`src/rtl/corescore_fmt_pkg.sv`:
```
// Shared definitions for the corescore ASCII formatters: character codes
// and the line-formatter state encoding.
package corescore_fmt_pkg;

  localparam logic [7:0] ASCII_0    = 8'h30;
  localparam logic [7:0] ASCII_X    = 8'h78;
  localparam logic [7:0] ASCII_CR   = 8'h0D;
  localparam logic [7:0] ASCII_LF   = 8'h0A;
  localparam logic [7:0] ASCII_A_UP = 8'h41;
  localparam logic [7:0] ASCII_A_LO = 8'h61;

  typedef enum logic [2:0] {
    IDLE  = 3'd0,
    PFX0  = 3'd1,
    PFX1  = 3'd2,
    DIGIT = 3'd3,
    CR    = 3'd4,
    LF    = 3'd5
  } fmt_state_t;

endpackage

```
`src/rtl/corescore_nibble_to_ascii.sv`:
```
// Combinational 4-bit nibble to ASCII hex character encoder.
module corescore_nibble_to_ascii #(
  parameter int UPPERCASE = 1
) (
  input  logic [3:0] nibble,
  output logic [7:0] ascii
);
  import corescore_fmt_pkg::*;

  // Map 0-9 onto '0'-'9' and 10-15 onto the selected letter case.
  always_comb begin
    if (nibble < 4'd10) begin
      ascii = ASCII_0 + {4'h0, nibble};
    end else begin
      ascii = ((UPPERCASE != 0) ? ASCII_A_UP : ASCII_A_LO) + {4'h0, nibble} - 8'd10;
    end
  end

endmodule

```
`src/rtl/corescore_hex_formatter.sv`:
```
// Formats a DATA_WIDTH-bit word as an ASCII hex line ("0x" prefix, digits
// MSB first, CR LF) and streams it one byte per valid/ready transfer.
module corescore_hex_formatter #(
  parameter int DATA_WIDTH = 32,
  parameter int PREFIX     = 1,
  parameter int NEWLINE    = 1,
  parameter int UPPERCASE  = 1
) (
  input  logic                  i_clk,
  input  logic                  i_rst,
  input  logic [DATA_WIDTH-1:0] i_word,
  input  logic                  i_word_valid,
  output logic                  o_word_ready,
  output logic [7:0]            o_data,
  output logic                  o_valid,
  input  logic                  i_ready
);
  import corescore_fmt_pkg::*;

  localparam int DIGITS = DATA_WIDTH / 4;
  localparam int CNT_W  = (DIGITS > 1) ? $clog2(DIGITS) : 1;

  fmt_state_t            state;
  fmt_state_t            state_next;
  logic [DATA_WIDTH-1:0] shift_reg;
  logic [CNT_W-1:0]      digit_cnt;
  logic [7:0]            digit_ascii;
  logic                  word_xfer;
  logic                  byte_xfer;
  logic                  last_digit;

  // Handshakes depend on state only, so o_word_ready never waits on i_word_valid.
  assign o_word_ready = (state == IDLE);
  assign o_valid      = (state != IDLE);
  assign word_xfer    = i_word_valid & o_word_ready;
  assign byte_xfer    = o_valid & i_ready;
  assign last_digit   = (digit_cnt == '0);

  corescore_nibble_to_ascii #(
    .UPPERCASE (UPPERCASE)
  ) u_nibble (
    .nibble (shift_reg[DATA_WIDTH-1 -: 4]),
    .ascii  (digit_ascii)
  );

  // Next-state logic; every transition out of a busy state waits for a byte transfer.
  always_comb begin
    // NOTE: default first so every path assigns state_next and no latch is inferred.
    state_next = state;
    unique case (state)
      IDLE:    if (word_xfer) state_next = (PREFIX != 0) ? PFX0 : DIGIT;
      PFX0:    if (byte_xfer) state_next = PFX1;
      PFX1:    if (byte_xfer) state_next = DIGIT;
      DIGIT:   if (byte_xfer && last_digit) state_next = (NEWLINE != 0) ? CR : IDLE;
      CR:      if (byte_xfer) state_next = LF;
      LF:      if (byte_xfer) state_next = IDLE;
      default: state_next = IDLE;
    endcase
  end

  // Output byte decode from the current state and the top nibble of the word.
  always_comb begin
    o_data = 8'h00;
    unique case (state)
      PFX0:    o_data = ASCII_0;
      PFX1:    o_data = ASCII_X;
      DIGIT:   o_data = digit_ascii;
      CR:      o_data = ASCII_CR;
      LF:      o_data = ASCII_LF;
      default: o_data = 8'h00;
    endcase
  end

  // State, latched word and digit counter; reset has priority over any transfer.
  always_ff @(posedge i_clk) begin
    // NOTE: non-blocking assignments so all registers update from pre-edge values.
    if (i_rst) begin
      state     <= IDLE;
      shift_reg <= '0;
      digit_cnt <= '0;
    end else begin
      state <= state_next;
      if (word_xfer) begin
        shift_reg <= i_word;
        digit_cnt <= CNT_W'(DIGITS - 1);
      end else if (byte_xfer && (state == DIGIT) && !last_digit) begin
        shift_reg <= shift_reg << 4;
        digit_cnt <= digit_cnt - 1'b1;
      end
    end
  end

endmodule

```
`config.mk`:
```
export PLATFORM = sky130hd
export DESIGN_NAME = corescore_hex_formatter
export DESIGN_NICKNAME = d
export VERILOG_FILES = /design/src/rtl/corescore_fmt_pkg.sv /design/src/rtl/corescore_nibble_to_ascii.sv /design/src/rtl/corescore_hex_formatter.sv
export SDC_FILE = /design/constraint.sdc
export NUM_CORES = 1
export LEC_CHECK = 0
export BUFFER_PORTS_ARGS = -buffer_cell sky130_fd_sc_hd__buf_2
export CAP_MARGIN = 25
export CORE_ASPECT_RATIO = 2
export CORE_UTILIZATION = 37
export CTS_CLUSTER_SIZE = 10
export DETAILED_ROUTE_END_ITERATION = 10
export SETUP_SLACK_MARGIN = 0.4
export SLEW_MARGIN = 20
export SYNTH_ARGS = -nofsm -noshare
export SYNTH_HDL_FRONTEND = slang
export SYNTH_SLANG_ARGS = --single-unit
```
`constraint.sdc`:
```
create_clock -name i_clk -period 1.95 [get_ports i_clk]
set_input_delay 0.2925 -clock i_clk [delete_from_list [all_inputs] [get_ports i_clk]]
set_output_delay 0.2925 -clock i_clk [all_outputs]
set_load 0.01 [all_outputs]
```
# == After elaboration in Yosys (flattened, before gate mapping) ==
# Cells that the tools add are included.
# word_totals
reg_bits,38
latch_bits,0
ramBits,0
mem_bits_ro,0
inputBits,36
mem_count,0
# classes
addsub,4
multipliers,0
n_div,0
magnitude_cmp,1
eq_ne,11
shift,0
n_mux,13
n_bitwise,2
n_reduce_logical,9
# op_table
cell,count
32-bit 2-to-1 mux,2
8-bit one-hot mux with 5 select lines,1
3-bit 2-to-1 mux,8
3-bit one-hot mux with 6 select lines,1
"2-bit != test, second input constant",5
"7-bit by 4-bit adder with 8-bit output, first input constant",1
8-bit 2-to-1 mux,1
"8-bit by 4-bit subtractor with 8-bit output, second input constant",1
"6-bit by 4-bit adder with 7-bit output, first input constant",1
"3-bit by 2-bit equality test with 1-bit output, second input constant",2
"3-bit equality test, second input constant",2
3-bit logical NOT,2
6-bit AND reduction,1
"4-bit less-than comparator, second input constant",1
"3-bit by 1-bit equality test with 1-bit output, second input constant",1
1-bit logical AND,3
3-bit nonzero test,1
"3-bit by 1-bit subtractor with 3-bit output, second input constant",1
1-bit bitwise AND,2
"2-bit by 1-bit != test with 1-bit output, second input constant",1
2-bit nonzero test,1
1-bit logical NOT,1

# == Longest topological paths before layout ==
# depth
ltp_word,6
mapped_depth,7

# == Modules after synthesis ==
# A second synthesis with hierarchy kept.
# unflattened
hier_cells,267
hier_area_um2,2264.7
# modules_own_cells
module,n_inst,cells_per_inst,area_per_inst_um2,seq_area_each_um2
corescore_hex_formatter,1,251,2159.6,760.7
corescore_nibble_to_ascii,1,16,105.1,0.0

# == Least setup slack after synthesis ==
# OpenSTA, ideal clock, no wires.
# synth_timing
path_type,register to register
startpoint,reg state[1]
endpoint,reg shift_reg[30]
arrival_ns,1.406
required_ns,1.862
setup_slack_ns,0.456
path_stages_with_launch,8
path_buffers,3
period_less_slack_ns,1.494
cell_sequence,dfxtp_1 > buf_4 > nor3_2 > and2_1 > buf_4 > buf_4 > nor3_1 > nor4_2
# synth_via
word_cells_on_any_way,9
cone_classes,eq/ne (1); mux (1); bitwise (2); reduce/logical (5)
# synth_lines
element,line,text
start: declaration,corescore_hex_formatter.sv:23,fmt_state_t state;
start signal: assignment,corescore_hex_formatter.sv:82,state <= state_next;
3-bit logical NOT *,corescore_hex_formatter.sv:33,assign o_word_ready = (state == IDLE);
named net o_word_ready,corescore_hex_formatter.sv:13,"output logic o_word_ready,"
1-bit bitwise AND *,corescore_hex_formatter.sv:35,assign word_xfer = i_word_valid & o_word_ready;
32-bit 2-to-1 mux or 2-bit nonzero test (tied branches),-,
end signal: assignment,corescore_hex_formatter.sv:84,shift_reg <= i_word;
end signal: assignment,corescore_hex_formatter.sv:87,shift_reg <= shift_reg << 4;
end: declaration,corescore_hex_formatter.sv:25,logic [DATA_WIDTH-1:0] shift_reg;
# The timed path passes the listed nets; every way through them passes the cells marked *.
# A chain may end at the register's enable or synchronous reset.

# == Worst setup path after layout ==
# layout_timing
startpoint,reg shift_reg[28]
endpoint,out o_data[1]
# layout_via
elab_chain_cells,4
word_cells_on_any_way,6
cone_classes,add/sub (3); order compare (1); mux (2)
# layout_lines
element,line,text
7-bit by 4-bit adder with 8-bit output,corescore_nibble_to_ascii.sv:15,"ascii = ((UPPERCASE != 0) ? ASCII_A_UP : ASCII_A_LO) + {4'h0, nibble} - 8'd10;"
8-bit by 4-bit subtractor with 8-bit output,corescore_nibble_to_ascii.sv:15,
8-bit 2-to-1 mux *,corescore_nibble_to_ascii.sv:12,if (nibble < 4'd10) begin
8-bit one-hot mux with 5 select lines *,corescore_hex_formatter.sv:64,unique case (state)
end: declaration,corescore_hex_formatter.sv:14,"output logic [7:0] o_data,"
# Every way passes the cells marked *; elsewhere a longest branch is shown, timed or not.

==> reports/results.ini <==
[clocking]
cts_buffers = 5
cts_tree = yes
path_clk_slew_ps = 80
clock-sinks = 38
ctsLongestPathBuffers = 2
cts-root-buf = clkbuf_8
clock_latency_ps = 300
cts_max_level = 2

[routing]
wl_per_cell_um = 17.1
vias_per_cell = 5.58
drt-pass1-iter-count = 4
postRouteWirelength_um = 6220
drcViolationCount = 0
drtIter0Drc = 46
antenna_left = 0
vias = 2030

[floorplanning]
die_width_um = 53.9
dieHeight_um = 106
core_um2 = 5180
io_pins = 46
die_area_um2 = 5710
start_util_pct = 38.5
core.rowCount = 37

[min_path]
worstHoldStart = i_word[3]
min_path_type = in -> reg
min_path_cells = 3
worstHoldEndpoint = shift_reg[3]

[timing]
setup_violations = 0
finalSetupTns_ps = 0
rsz0062_at_grt = yes
layout_min_cycle_time_ps = 1690
final_hold_viol_count = 0
clock_skew_ps = 7.88
fmaxAchievable_mhz = 592
finalCritPeriodShare_pct = 86.7
drv_slew = 0

[critical_path]
reg2reg_from = digit_cnt[1]
end_kind = output pin
worstPathMaxFanout = 2
r2r_slack_ps = 310
worstSetupPathType = reg -> out
start_kind = flip-flop
r2r_cells = 9
required_ps = 1660
rr_endpoint = digit_cnt[2]
worstPathArrival_ps = 1400

[synth]
synth-edff-count = 0
synth_seq_cells = 38
syn_area_um2 = 1990
async_flop_share_pct = 0
synth_flop_cell = dfxtp_1
synthTopCellsByArea = dfxtp_1 38%, nor4_2 16%, nor2_1 12%, nor3_1 7.8%, a21oi_1 2.8%
synthCells = 243
yosysTopAreaCell = dfxtp_1
syn_nets = 282
synth_cell_types = 32
synth_top_area_share_pct = 38.1
synth_common_cells = 62 x nor2_1, 38 x dfxtp_1, 31 x nor3_1
yosysMostFrequentCell = nor2_1
seq_area_frac_synth_pct = 38.1
synth_area_per_cell_um2 = 8.21
synth_warnings = 0

[placed_design]
io_buffers = 44
place_area_um2 = 2260
gp_congestion = 0.703
dp_hpwl_um = 3140

[finish]
fillerInstances = 443
nets = 344
largest_reg_flops = 32
fin_util_pct = 59.3
n_antenna_cell = 0
fin_area_um2 = 3070
area_growth_pct = 54.1
drive_above_1_share_pct = 54.6

[power]
power_density_nw_per_um2 = 835
ir_drop_mv = 0.737
power_leakage_nw = 1.23

[grt]
antenna_found_initial = 0
grt-ovfl-total = 0
grt_max_degree = 39
grt_pass1_wl_um = 8070
grt_pass1_vias = 1812
grt_use_total_pct = 19.5

[run]
drv_cap = 0

[run_status]
status = finished, final reports clean

## routing by layer
metal	global-route usage [%]	vias up	part of all wire [%]
met4	10.3	0	4.1
li1	-	973	-
met5	0	-	0
met3	3.46	19	2.8
met1	20.1	983	36
met2	34.6	55	57
## worst max path at each step
stage                  start            end  slack, ps  depth (start not counted)
6_report       shift_reg[28]      o_data[1]        260                          6
5_1_grt        shift_reg[29]      o_data[1]        170                          6
4_1_cts        shift_reg[29]      o_data[2]        250                          6
3_5_place_dp        state[1]   digit_cnt[2]        310                          5
3_3_place_gp        state[1]   digit_cnt[2]        360                          5
2_1_floorplan       state[1]  shift_reg[30]        460                          7
## cell type report
cell class	instances	area, um2	area share (%)
clock inverter	2	60.1	1.95
timing repair buffer	75	686	22.3
tap	58	72.6	2.36
inverter	5	18.8	0.611
sequential	38	777	25.3
multi-input combinational	180	1380	44.8
clock buffer	6	82.6	2.69
## critical path, cell delays in order (launching register included)
cell,delay [ps]
dfxtp_2,340
inv_2,40
ha_4,230
a21oi_2,150
nand2_1,70
a21boi_1,130
buf_2,140
## metrics by stage
step / power [W] / setup slack (ps) / hold WS (ps) / std cells
floorplan: 0.00136 / 456 / 429 / 243
global placement: 0.00150 / 364 / 455 / 332
detailed placement: 0.00151 / 307 / 459 / 332
CTS: 0.00241 / 253 / 230 / 353
global route: 0.00267 / 167 / 242 / 364
finish: 0.00257 / 260 / 232 / 364
## repair_timing
| action | in CTS | in global routing |
|---|---|---|
| hold buffers | 0 | 0 |
| pin swaps | 22 | 35 |
| resized for setup | 30 | 70 |
| setup endpoints to repair | 38 | 39 |
| cloned | 3 | 5 |
| buffers inserted | 10 | 6 |
## cells by family (layout without fill, tap and decap cells)
group,after synthesis,after routing,share of synthesized area [%]
and+or+nand+nor,146,146,42.9
DFF,38,38,38.1
AOI/OAI and AO/OA,27,27,8.53
buffers and inverters,25,88,7.03
adders and majority gates,3,3,1.88
xor gates and xnor gates,3,3,1.32
other,1,1,0.188
## layout by cell type, fill, tap and decap left out, types with 4 or more instances in the layout
cell type,instances
clkbuf_16,4
dfxtp_1,29
nor4_2,27
buf_12,5
a21oi_1,10
nor3_1,20
nand2_1,11
inv_2,4
nor3_2,6
nor2_1,42
clkbuf_8,6
nand3_1,5
nor2_4,14
buf_4,11
buf_2,43
buf_6,8
dfxtp_2,7
nor3_4,6
nor2_2,6
## where the power goes
group | internal, W | switching, W
Clock | 0.000546 | 0.000295
Combinational | 0.000362 | 0.000368
Sequential | 0.000884 | 0.000112
Total | 0.00179 | 0.000775
Power figures use the tool's default switching activity.
